`src/rtl/fir_mac_sequencer.sv`:
```
// fir_mac_sequencer: sequencing controller for a time-multiplexed single-MAC FIR with a circular delay line
module fir_mac_sequencer #(
   parameter int TAPS  = 9,
   parameter int AW    = 4,
   parameter int CNT_W = 16
) (
   input  logic             clk,
   input  logic             reset,
   input  logic             in_valid,
   output logic             in_ready,
   input  logic             flush,
   output logic             dl_we,
   output logic             dl_wzero,
   output logic [AW-1:0]    dl_waddr,
   output logic [AW-1:0]    dl_raddr,
   output logic [AW-1:0]    coef_addr,
   output logic             mac_clr,
   output logic             mac_en,
   output logic             out_valid,
   output logic             busy,
   output logic [CNT_W-1:0] sample_count,
   output logic [CNT_W-1:0] out_count
);
   typedef enum logic [2:0] {S_CLEAR_INIT, S_CLEAR, S_IDLE, S_WRITE, S_MAC, S_DONE} state_t;
   localparam logic [AW-1:0] L_LAST = AW'(TAPS - 1);
   localparam logic [AW:0]   L_TAPS = (AW+1)'(TAPS);
   state_t        r_state;
   logic [AW-1:0] r_wptr, r_cnt, r_flush_rem;
   logic          r_zero_pass, r_flush_pend, r_flush_act;
   logic [AW-1:0] w_t_nxt, w_rd_nxt, w_wptr_nxt;
   logic          w_hs, w_pend_nxt;

   // Next tap index, its circular read address, the advanced write pointer and flush bookkeeping
   always_comb begin
      w_t_nxt    = (r_state == S_MAC) ? r_cnt + 1'b1 : '0;
      w_rd_nxt   = (r_wptr >= w_t_nxt) ? r_wptr - w_t_nxt : AW'({1'b0, r_wptr} + L_TAPS - {1'b0, w_t_nxt});
      w_wptr_nxt = (r_wptr == L_LAST) ? '0 : r_wptr + 1'b1;
      w_hs       = in_valid & in_ready;
      w_pend_nxt = r_flush_pend | (flush & ~r_flush_act);
   end

   // Single registered FSM: each output is produced for the state being entered so all ports are flops
   always_ff @(posedge clk) begin
      if (reset) begin
         r_state      <= S_CLEAR_INIT;
         r_wptr       <= '0;
         r_cnt        <= '0;
         r_flush_rem  <= '0;
         r_zero_pass  <= 1'b0;
         r_flush_pend <= 1'b0;
         r_flush_act  <= 1'b0;
         in_ready     <= 1'b0;
         dl_we        <= 1'b0;
         dl_wzero     <= 1'b0;
         dl_waddr     <= '0;
         dl_raddr     <= '0;
         coef_addr    <= '0;
         mac_clr      <= 1'b0;
         mac_en       <= 1'b0;
         out_valid    <= 1'b0;
         busy         <= 1'b0;
         sample_count <= '0;
         out_count    <= '0;
      end else begin
         in_ready     <= 1'b0;
         dl_we        <= 1'b0;
         dl_wzero     <= 1'b0;
         dl_waddr     <= '0;
         dl_raddr     <= '0;
         coef_addr    <= '0;
         mac_clr      <= 1'b0;
         mac_en       <= 1'b0;
         out_valid    <= 1'b0;
         busy         <= 1'b1;
         r_flush_pend <= w_pend_nxt;
         case (r_state)
            S_CLEAR_INIT: begin
               r_state  <= S_CLEAR;
               r_cnt    <= '0;
               dl_we    <= 1'b1;
               dl_wzero <= 1'b1;
            end
            S_CLEAR: begin
               if (r_cnt == L_LAST) begin
                  r_state  <= S_IDLE;
                  r_wptr   <= '0;
                  busy     <= 1'b0;
                  in_ready <= ~w_pend_nxt;
               end else begin
                  r_cnt    <= r_cnt + 1'b1;
                  dl_we    <= 1'b1;
                  dl_wzero <= 1'b1;
                  dl_waddr <= r_cnt + 1'b1;
               end
            end
            S_IDLE: begin
               if (w_hs) begin
                  r_state      <= S_WRITE;
                  r_zero_pass  <= 1'b0;
                  sample_count <= sample_count + 1'b1;
                  dl_we        <= 1'b1;
                  dl_waddr     <= r_wptr;
                  mac_clr      <= 1'b1;
               end else if (r_flush_pend) begin
                  r_state      <= S_WRITE;
                  r_zero_pass  <= 1'b1;
                  r_flush_rem  <= L_LAST;
                  r_flush_pend <= 1'b0;
                  r_flush_act  <= 1'b1;
                  dl_we        <= 1'b1;
                  dl_wzero     <= 1'b1;
                  dl_waddr     <= r_wptr;
                  mac_clr      <= 1'b1;
               end else begin
                  busy     <= 1'b0;
                  in_ready <= ~w_pend_nxt;
               end
            end
            S_WRITE: begin
               r_state   <= S_MAC;
               r_cnt     <= '0;
               mac_en    <= 1'b1;
               dl_raddr  <= w_rd_nxt;
            end
            S_MAC: begin
               if (r_cnt == L_LAST) begin
                  r_state   <= S_DONE;
                  out_valid <= 1'b1;
                  out_count <= out_count + 1'b1;
               end else begin
                  r_cnt     <= w_t_nxt;
                  mac_en    <= 1'b1;
                  coef_addr <= w_t_nxt;
                  dl_raddr  <= w_rd_nxt;
               end
            end
            S_DONE: begin
               r_wptr <= w_wptr_nxt;
               if (r_zero_pass && r_flush_rem > AW'(1)) begin
                  r_state     <= S_WRITE;
                  r_flush_rem <= r_flush_rem - 1'b1;
                  dl_we       <= 1'b1;
                  dl_wzero    <= 1'b1;
                  dl_waddr    <= w_wptr_nxt;
                  mac_clr     <= 1'b1;
               end else begin
                  r_state     <= S_IDLE;
                  r_zero_pass <= 1'b0;
                  r_flush_act <= 1'b0;
                  busy        <= 1'b0;
                  in_ready    <= ~w_pend_nxt;
               end
            end
            default: r_state <= S_CLEAR_INIT;
         endcase
      end
   end
endmodule

```
`config.mk`:
```
export PLATFORM = sky130hd
export DESIGN_NAME = fir_mac_sequencer
export DESIGN_NICKNAME = d
export VERILOG_FILES = /design/src/rtl/fir_mac_sequencer.sv
export SDC_FILE = /design/constraint.sdc
export NUM_CORES = 1
export LEC_CHECK = 0
export CAP_MARGIN = 10
export CORE_UTILIZATION = 40
export DETAILED_ROUTE_END_ITERATION = 7
export PLACE_DENSITY = 0.65
export SYNTH_ARGS = -nofsm -noshare
export SYNTH_HDL_FRONTEND = slang
export SYNTH_SLANG_ARGS = --single-unit
```
`constraint.sdc`:
```
create_clock -name clk -period 2.5 [get_ports clk]
set_clock_uncertainty 0.05 [all_clocks]
set_input_delay 0.375 -clock clk [delete_from_list [all_inputs] [get_ports clk]]
set_output_delay 0.375 -clock clk [all_outputs]
set_load 0.01 [all_outputs]
```
# --- Word level (Yosys, flattened, before mapping) ---
# Index checks and enable logic that the tools add are counted.
op_classes:
  n_addsub: 8
  order_cmp: 2
  eq_ne: 16
  mux: 50
  n_bitwise: 6
  reduce_logical: 16
ops:
  columns: ["cell", "n"]
  rows:
  - ["$mux W4", 14]
  - ["$add A16 B1 Y16 const B", 2]
  - ["$pmux W4 S2", 3]
  - ["$pmux W4 S3", 2]
  - ["$mux W1", 18]
  - ["$pmux W3 S6", 1]
  - ["$ne A2 B2 Y1 const B", 7]
  - ["$mux W3", 4]
  - ["$reduce_and A3 Y1", 3]
  - ["$add A4 B1 Y4 const B", 2]
  - ["$eq A4 B4 Y1 const B", 2]
  - ["$pmux W1 S2", 4]
  - ["$pmux W1 S4", 2]
  - ["$reduce_and A4 Y1", 2]
  - ["$sub A4 B4 Y4", 2]
  - ["$eq A3 B2 Y1 const B", 2]
  - ["$eq A3 B3 Y1 const B", 2]
  - ["$pmux W1 S3", 2]
  - ["$reduce_and A2 Y1", 3]
  - ["$add A4 B4 Y4 const B", 1]
  - ["$ge A4 B4 Y1", 1]
  - ["$gt A4 B1 Y1 const B", 1]
  - ["$reduce_bool A2 Y1", 2]
  - ["$reduce_or A2 Y1", 2]
  - ["other kinds (11)", 14]
word_totals:
  regBits: 69
  output_inout_bits: 51
  elab_cells: 117

# --- Logic depth before layout (Yosys ltp) ---
# Gate-level depths: netlist (run 1).
depth:
  ltp_word: 7
  mapped_depth: 13
  depth_no_buf: 13

# --- Worst setup path before layout (run 1) ---
# OpenSTA, ideal clock, no wires.
synth_timing:
  kind: "register to register"
  start: "register r_state[2]"
  end: "register dl_raddr[3]"
  setup_ns: 0.117
  arrival_time_ns: 2.275
  setup_slack_ns: 0.058
  path_stages_with_launch: 13
  period_less_slack_ns: 2.442
  cell_sequence: "dfxtp_1 -> nor3b_1 -> nand2_1 -> inv_1 -> ha_1 -> inv_1 -> ha_1 -> inv_1 -> fa_1 -> xor2_1 -> nor2_1 -> a21oi_1 -> nor2_1"
synth_via:
  elab_chain_len: 6
  word_cells_on_any_way: 9
  classes_between: "add/sub: 2; order compare: 1; eq/ne: 2; mux: 4"
synth_lines:
  columns: ["item", "line_no", "rtl"]
  rows:
  - ["from (decl)", "27", "state_t r_state;"]
  - ["from (signal assigned)", "45", "r_state <= S_CLEAR_INIT;"]
  - ["from (signal assigned)", "78", "r_state <= S_CLEAR;"]
  - ["from (signal assigned)", "85", "r_state <= S_IDLE;"]
  - ["$eq A3 B3 Y1 *", "35", "w_t_nxt = (r_state == S_MAC) ? r_cnt + 1'b1 : '0;"]
  - ["$mux W4 *", "35", null]
  - ["named net w_t_nxt[1]", "30", "logic [AW-1:0] w_t_nxt, w_rd_nxt, w_wptr_nxt;"]
  - ["$sub A4 B4 Y4 or $ge A4 B4 Y1 (tied branches)", "36", "w_rd_nxt = (r_wptr >= w_t_nxt) ? r_wptr - w_t_nxt : AW'({1'b0, r_wptr} + L_TAPS - {1'b0, w_t_nxt});"]
  - ["$mux W4 *", "36", null]
  - ["$mux W4", "126", "if (r_cnt == L_LAST) begin"]
  - ["$pmux W4 S2 *", "76", "case (r_state)"]
  - ["to (signal assigned)", "123", "dl_raddr <= w_rd_nxt;"]
  - ["to (signal assigned)", "134", "dl_raddr <= w_rd_nxt;"]
  - ["to (decl)", "15", "output logic [AW-1:0] dl_raddr,"]
# The timed path passes the listed nets; every way through them passes the cells marked *.
# A chain may end at the register's enable or synchronous reset.

# --- Worst setup path after layout (run 1) ---
layout_timing:
  start: "register r_cnt[0]"
  end: "register dl_raddr[3]"
layout_via:
  elab_chain_len: 6
  word_cells_on_any_way: 9
  classes_between: "add/sub: 3; order compare: 1; eq/ne: 1; mux: 4"
layout_lines:
  columns: ["item", "line_no", "rtl"]
  rows:
  - ["from (decl)", "28", "logic [AW-1:0] r_wptr, r_cnt, r_flush_rem;"]
  - ["from (signal assigned)", "90", "r_cnt <= r_cnt + 1'b1;"]
  - ["from (signal assigned)", "131", "r_cnt <= w_t_nxt;"]
  - ["$add A4 B1 Y4 *", "35", null]
  - ["$mux W4 *", "35", null]
  - ["named net w_t_nxt[1]", "30", null]
  - ["$sub A4 B4 Y4 or $ge A4 B4 Y1 (tied branches)", "36", null]
  - ["$mux W4 *", "36", null]
  - ["$mux W4", "126", null]
  - ["$pmux W4 S2 *", "76", null]
# Marked as above.

==> run metrics, run 1 <==
Final setup viols=0; largest cells by area after synthesis=sky130_fd_sc_hd__dfxtp_1, sky130_fd_sc_hd__nor2_1, sky130_fd_sc_hd__xor2_1, sky130_fd_sc_hd__ha_1, sky130_fd_sc_hd__a21oi_1; sum of routed wire length over all layers=between 7 and 8 mm; maxcap violations=0; register area share after synthesis=0.4144; H-tree lvl count=3; height of the chip=93.29 µm; instance count along the most critical hold path=1; share of the synthesized area in the top cell type=0.4144; GPL Wtd Cong=roughly 0.8; instance area at placement=0.003998 mm²; Least-Margin Pin Slew=~0.88 ns; first-pass GRT wire length=about 12 mm; initial drt markers=82; mean cell area of the mapped netlist=8.703 µm²; core box area=about 0.0079 mm²; status=finished, final reports clean; total number of placement rows=32; Hold-fix buffers, CTS=0; overall power after layout=around 2 mW; number of antenna violations at the first check in global routing=0; via count normalized by instance count=just under 5; Max VDD drop=199.3 µV; antenna fix cells=0; top routing layer in use=met4; number of synthesized flops with an enable pin=0; global-route congestion overflow total=0; vias=about 2.7k; count of buffers from port buffering=54; number of detailed-route iterations in the first pass=4; initial standard-cell utilization of the core=0.4226; yosys synthesis warning count=0; Die Width=roughly 93 µm; Final Max Tran Viols=0; CP startpoint kind=flip-flop; startpoint of the worst-slack reg-to-reg timing path=r_cnt[0]; post-DP HPWL=between 5 and 6 mm; clock root buffer=sky130_fd_sc_hd__clkbuf_8; Synth Register Bits=approximately 70; number of clock sinks=69; worst hold endpoint=coef_addr[0]; clock slew at reported path FFs=0.07 ns; leakage power=around 1.7 nW; crit end category=flip-flop; post-synthesis async set-or-reset flop share=0; detailed-routed wire length on met2=3.310 mm; CP Data Required Time=~2.7 ns; TritonCTS clock tree=done; FF-to-FF setup slack=a little over 0.2 ns; Total Die Area=roughly 0.0087 mm²; final net count=approximately 470; post-route worst setup slack=0.2013 ns; origin of the worst setup path=r_cnt[0]; largest net degree at the start of global routing=just over 40; Syn Inst Count=roughly 380; type of the worst min-delay path=reg2reg; minimum setup slack after placement=approximately 0.069 ns; prevailing post-synth register cell=sky130_fd_sc_hd__dfxtp_1; number of routed nets with antenna violations=0; detailed route wirelength on metal3=roughly 250 µm; unrepaired setup endpoints after global routing=false; cell type contributing the most total cell area after synthesis=sky130_fd_sc_hd__dfxtp_1; CP Max Fanout=6; worst relative slew slack=0.4052; clock insertion delay at the later pin of the skew report=roughly 0.35 ns; number of CTS-inserted buffers=9; clock tree buffer depth=2; arrival time of data at the critical path endpoint=about 2.5 ns; post-detailed-route DRC marker count=0; maximum clock rate=435.0 MHz; Area Overhead vs Synth=25.75%; netlist area before placement=approximately 0.0033 mm²; num ports=55; Critical Setup Path Class=reg2reg; post-route insts no fill=550; final period utilization=0.9195; total power density per cell area=between 400 and 500 mW/mm²; Reg2Reg Capture Point=dl_raddr[3]; Final Critical Period=around 2.3 ns; Placed Cells incl. Taps=534; routed metal-1 wire length=around 3.4 mm; Total Neg Setup Slack=0 ns; fraction of layout cells with a size suffix above 1=0.07143; Net Count, Synth=405; count of fill cells added during filler insertion=~750; summed area of non-filler cells in the final layout=approximately 0.0042 mm²; per-cell routed wire length=roughly 13 µm; distinct cell type count of the synthesized netlist=between 50 and 60; Worst Min Path Start=r_cnt[0]; vias in the first global route=approximately 2.6k; number of endpoints with negative hold slack in the final report=0; total track usage=0.1732; path depth of the worst reg2reg path=13
==> worst max-delay path: stages, from the launching register on <==
cell                      delay, ns
sky130_fd_sc_hd__dfxtp_4       0.36
sky130_fd_sc_hd__inv_1         0.12
sky130_fd_sc_hd__ha_4          0.22
sky130_fd_sc_hd__nand2_1       0.07
sky130_fd_sc_hd__inv_1         0.06
sky130_fd_sc_hd__ha_1          0.30
sky130_fd_sc_hd__inv_1         0.07
sky130_fd_sc_hd__ha_1          0.13
sky130_fd_sc_hd__inv_1         0.05
sky130_fd_sc_hd__fa_1          0.37
sky130_fd_sc_hd__xor2_1        0.16
sky130_fd_sc_hd__nor2_1        0.05
sky130_fd_sc_hd__a21oi_1       0.12
sky130_fd_sc_hd__nor2_1        0.05
==> state kept, by name, summed over array words and instances (netlist names), 4 cells and up <==
signal	flops
dl_waddr	4
out_count	16
coef_addr	4
r_cnt	4
r_wptr	4
dl_raddr	4
r_flush_rem	4
sample_count	16
==> routing by layer <==
layer / global-route usage / vias to the layer above
met5: 0 / -
met4: 0.07564 / 0
met3: 0.03252 / 8
met2: 0.2806 / 51
met1: 0.2243 / 1258
li1: - / 1414
==> worst max-delay path by stage <==
stage          cells past startpoint     endpoint
2_1_floorplan                     12  dl_raddr[3]
3_3_place_gp                      13  dl_raddr[3]
3_5_place_dp                      13  dl_raddr[3]
4_1_cts                           13  dl_raddr[3]
5_1_grt                           13  dl_raddr[3]
6_report                          13  dl_raddr[3]
==> power breakdown <==
group	leakage, nW	total, mW	switching [mW]	internal, mW
registers	0.559	1.11	0.00527	1.11
clock network	0.0897	0.825	0.436	0.389
logic	1.03	0.0683	0.0402	0.0281
total	1.68	2.00	0.482	1.52
==> logic make-up after synthesis <==
group           share of synthesized area
buf+inv                           0.04467
mux                              0.009009
fa+ha+maj                         0.07433
simple gates                       0.2462
xor+xnor                          0.09985
flops                              0.4144
compound gates                     0.1115
==> placed cells by master (no fill, tap or decap), types with 3 or more instances in the layout <==
cell | synthesis | final
sky130_fd_sc_hd__o21ai_0 | 8 | 8
sky130_fd_sc_hd__and2_1 | 4 | 4
sky130_fd_sc_hd__inv_1 | 22 | 22
sky130_fd_sc_hd__clkdlybuf4s50_1 | 0 | 53
sky130_fd_sc_hd__nor2b_1 | 6 | 6
sky130_fd_sc_hd__a31oi_1 | 3 | 3
sky130_fd_sc_hd__mux2i_1 | 3 | 3
sky130_fd_sc_hd__xor2_1 | 28 | 28
sky130_fd_sc_hd__a21oi_1 | 21 | 21
sky130_fd_sc_hd__nor3_4 | 3 | 3
sky130_fd_sc_hd__a22oi_1 | 5 | 5
sky130_fd_sc_hd__nor2_1 | 66 | 66
sky130_fd_sc_hd__nand3_1 | 16 | 16
sky130_fd_sc_hd__dfxtp_1 | 69 | 67
sky130_fd_sc_hd__and4_1 | 5 | 5
sky130_fd_sc_hd__clkbuf_8 | 0 | 10
sky130_fd_sc_hd__xnor2_1 | 10 | 10
sky130_fd_sc_hd__nand2_1 | 25 | 25
sky130_fd_sc_hd__nand4_1 | 6 | 6
sky130_fd_sc_hd__nor3_1 | 3 | 3
sky130_fd_sc_hd__fa_1 | 3 | 3
sky130_fd_sc_hd__a21o_1 | 3 | 3
sky130_fd_sc_hd__ha_1 | 15 | 14
sky130_fd_sc_hd__buf_4 | 1 | 9
sky130_fd_sc_hd__nand2b_1 | 4 | 4
sky130_fd_sc_hd__and3_1 | 7 | 7
sky130_fd_sc_hd__nand3b_1 | 3 | 3
==> Yosys cell counts, types with 3 or more instances <==
cell type	count
sky130_fd_sc_hd__xnor2_1	10
sky130_fd_sc_hd__and2_1	4
sky130_fd_sc_hd__inv_1	22
sky130_fd_sc_hd__nor3_1	3
sky130_fd_sc_hd__nor2b_1	6
sky130_fd_sc_hd__nand2_1	25
sky130_fd_sc_hd__a21oi_1	21
sky130_fd_sc_hd__and3_1	7
sky130_fd_sc_hd__a21o_1	3
sky130_fd_sc_hd__mux2i_1	3
sky130_fd_sc_hd__ha_1	15
sky130_fd_sc_hd__nor3_4	3
sky130_fd_sc_hd__nand2b_1	4
sky130_fd_sc_hd__xor2_1	28
sky130_fd_sc_hd__a22oi_1	5
sky130_fd_sc_hd__nand3_1	16
sky130_fd_sc_hd__nor2_1	66
sky130_fd_sc_hd__nand3b_1	3
sky130_fd_sc_hd__dfxtp_1	69
sky130_fd_sc_hd__nand4_1	6
sky130_fd_sc_hd__o21ai_0	8
sky130_fd_sc_hd__a31oi_1	3
sky130_fd_sc_hd__clkbuf_1	9
sky130_fd_sc_hd__and4_1	5
sky130_fd_sc_hd__fa_1	3
==> through the flow <==
stage,hold slack [ns],utilization
after CTS,0.4476,0.5292
final,0.4104,0.5314
after floorplan,0.3992,-
after detailed placement,0.4366,0.5068
after global routing,0.4270,0.5314
after global placement,0.4284,0.5068
==> cell type report <==
class,count,area [µm²],area share
multi-input cells,278,1815,0.4331
flip-flops and latches,69,1386,0.3307
repair buffers,63,603.1,0.1439
clock buffers,11,141.4,0.03373
well taps,102,127.6,0.03045
inverters,22,82.58,0.01970
clock inverters,5,35.03,0.008358
==> timing repair <==
action                                  in CTS  in global routing
setup buffers                                0                  0
endpoints found under the setup margin       0                  2
resized for setup                            0                  4
endpoints found under the hold margin        0                  0
No activity file was read; power rests on OpenSTA's default activity.
==> inputs of run 2 (changes only) <==
--- a/config.mk
+++ b/config.mk
@@ -6,9 +6,10 @@
 export NUM_CORES = 1
 export LEC_CHECK = 0
 export CAP_MARGIN = 10
-export CORE_UTILIZATION = 40
+export CORE_MARGIN = 8
+export CORE_UTILIZATION = 48
 export DETAILED_ROUTE_END_ITERATION = 7
-export PLACE_DENSITY = 0.65
+export PLACE_DENSITY = 0.76
 export SYNTH_ARGS = -nofsm -noshare
 export SYNTH_HDL_FRONTEND = slang
 export SYNTH_SLANG_ARGS = --single-unit
==> run 2 against run 1 <==
Sequential share of layout area fell by 0.34 points. Flip-flop and latch count did not move. Routed wire length rose by 7.4%. Critical path type unchanged. Sequential power barely moved. Die area rose by 13%. Core utilization rose by 9.4 points. Cell area rose by 0.78%. Worst hold slack improved by 0.022 ns. Register-to-register slack got worse by 0.06 ns. Setup slack got worse by 0.055 ns. Maximum frequency fell by 2.4%.
==> run metrics, run 2 (same netlist as run 1, synthesis figures left out) <==
sum of routed wire length over all layers=7.629 mm (+7.4%); type of the worst min-delay path=in2reg; Placed Cells incl. Taps=513 (-3.9%); Max VDD drop=264.3 µV (+33%); vias=2823 (+3.4%); clock insertion delay at the later pin of the skew report=0.35 ns (about the same); total number of placement rows=30 (-6.3%); commonest non-fill, non-tap cells in the layout=sky130_fd_sc_hd__dfxtp_1, sky130_fd_sc_hd__nor2_1, sky130_fd_sc_hd__clkdlybuf4s50_1; total track usage=0.1581 (-0.01511); number of detailed-route iterations in the first pass=4 (unchanged); number of antenna violations at the first check in global routing=0 (unchanged); TritonCTS clock tree=done; core box area=0.006756 mm² (-14%); number of CTS-inserted buffers=9 (unchanged); fin util=0.6252 (+0.09378); Final Critical Period=2.354 ns (+0.05539 ns); GPL Wtd Cong=0.7987 (-0.11%); total power density per cell area=514.3 mW/mm² (+7.6%); first-pass GRT wire length=12.80 mm (+7.7%); worst relative slew slack=0.6029 (+0.1977); clock root buffer=sky130_fd_sc_hd__clkbuf_8; final period utilization=0.9416 (+0.02215); Die Width=99.33 µm (+6.5%); Total Die Area=0.009866 mm² (+13%); clock slew at reported path FFs=0.07 ns (about the same); arrival time of data at the critical path endpoint=2.54 ns (+0.06 ns); Hold WS=0.4325 ns (+0.02207 ns); height of the chip=99.33 µm (+6.5%); Setup Buffers After CTS=0 (unchanged); num ports=55 (unchanged); post-route worst setup slack=0.1459 ns (-0.05539 ns); crit end category=flip-flop; max incr delay on CP=0.43 ns (+0.06 ns); count of buffers from port buffering=54 (unchanged); antenna fix cells=0 (unchanged); maximum clock rate=424.8 MHz (-2.4%); cell breakdown of the critical path=nand3_1 > xnor2_1 > or2b_1 > ha_1 > nand2_1 > o21ai_1 > mux2i_1 > nor2_1; Final setup viols=0 (unchanged); Total Neg Setup Slack=0 ns (unchanged); unrepaired setup endpoints after global routing=false; number of endpoints with negative hold slack in the final report=0 (unchanged); initial standard-cell utilization of the core=0.4933 (+0.07074); largest net degree at the start of global routing=31 (-24%); Area Overhead vs Synth=26.73%; leakage power=1.696 nW (+0.97%); CP Buf/Inv Count=0 (-4); critical path's slowest cell=sky130_fd_sc_hd__dfxtp_1; initial drt markers=184 (+120%); Critical Setup Path Class=reg2reg; minimum setup slack after placement=0.08207 ns (+0.01342 ns); CP startpoint kind=flip-flop; post-DP HPWL=5.580 mm (+11%); kind of cell adding the most delay to the critical path=simple AND/OR/NAND/NOR gates; maxcap violations=0 (unchanged); CP Data Required Time=2.69 ns (about the same); Least-Margin Pin Slew=0.5918 ns (-0.2866 ns); post-detailed-route DRC marker count=0 (unchanged); global-route congestion overflow total=0 (unchanged); number of routed nets with antenna violations=0 (unchanged); via count normalized by instance count=5.336 (+7.5%); number of clock sinks=69 (unchanged); final net count=466 (+0.22%); per-cell routed wire length=14.42 µm (+12%); Final Max Tran Viols=0 (unchanged); Hold-fix buffers, CTS=0 (unchanged); largest registers=out_count (16), sample_count (16); vias in the first global route=2803 (+7.7%); post-route insts no fill=529 (-3.8%); fraction of layout cells with a size suffix above 1=0.07572 (+0.004295); H-tree lvl count=3 (unchanged); CP Max Fanout=6 (unchanged); status=finished, final reports clean; clock tree buffer depth=2 (unchanged); FF-to-FF setup slack=0.15 ns (-0.06 ns); most frequent standard cell in the layout excluding fill and tap cells=sky130_fd_sc_hd__dfxtp_1
-- run 2: layout make-up --
cell class                      count  area (µm²)
Fill cell                         577        2532
Multi-Input combinational cell    278        1833
Sequential cell                    69        1383
Timing Repair Buffer               64       610.6
Clock buffer                       10       127.6
Tap cell                           80       100.1
Clock inverter                      6       87.58
Inverter                           22       82.58
-- run 2: final timing paths --
path,startpoint,to,cells after the start
worst max-delay path,r_cnt[2],dl_raddr[1],8
worst min-delay path,reset,r_cnt[0],2
worst max register to register,r_cnt[2],dl_raddr[1],8
worst min register to register,out_count[1],out_count[1],2
-- run 2: through the flow --
| stage | power [mW] | instance area (µm²) |
|---|---|---|
| finish | 2.172 | 4224 |
| global route | 2.250 | 4224 |
| CTS | 2.189 | 4193 |
| detailed placement | 1.202 | 3978 |
| global placement | 1.201 | 3978 |
| floorplan | 1.175 | 3333 |
-- run 2: power breakdown --
group | leakage, nW | total [mW] | switching, mW | internal, mW
logic | 1.04 | 0.0683 | 0.0406 | 0.0277
clock network | 0.0985 | 0.994 | 0.434 | 0.560
registers | 0.558 | 1.11 | 0.00453 | 1.11
-- run 2: what timing repair did --
action | CTS | global route
endpoints found under the setup margin | 0 | 2
endpoints found under the hold margin | 0 | 0
resized for setup | 0 | 4
-- run 2: routing by layer --
metal	GRT usage	up-vias	share of wire	routed length (µm)
li1	-	1418	-	-
met1	0.1818	1319	0.45	3425
met4	0.06752	0	0.012	95
met2	0.2676	77	0.48	3698
met3	0.04469	9	0.054	410
met5	0	-	0	0
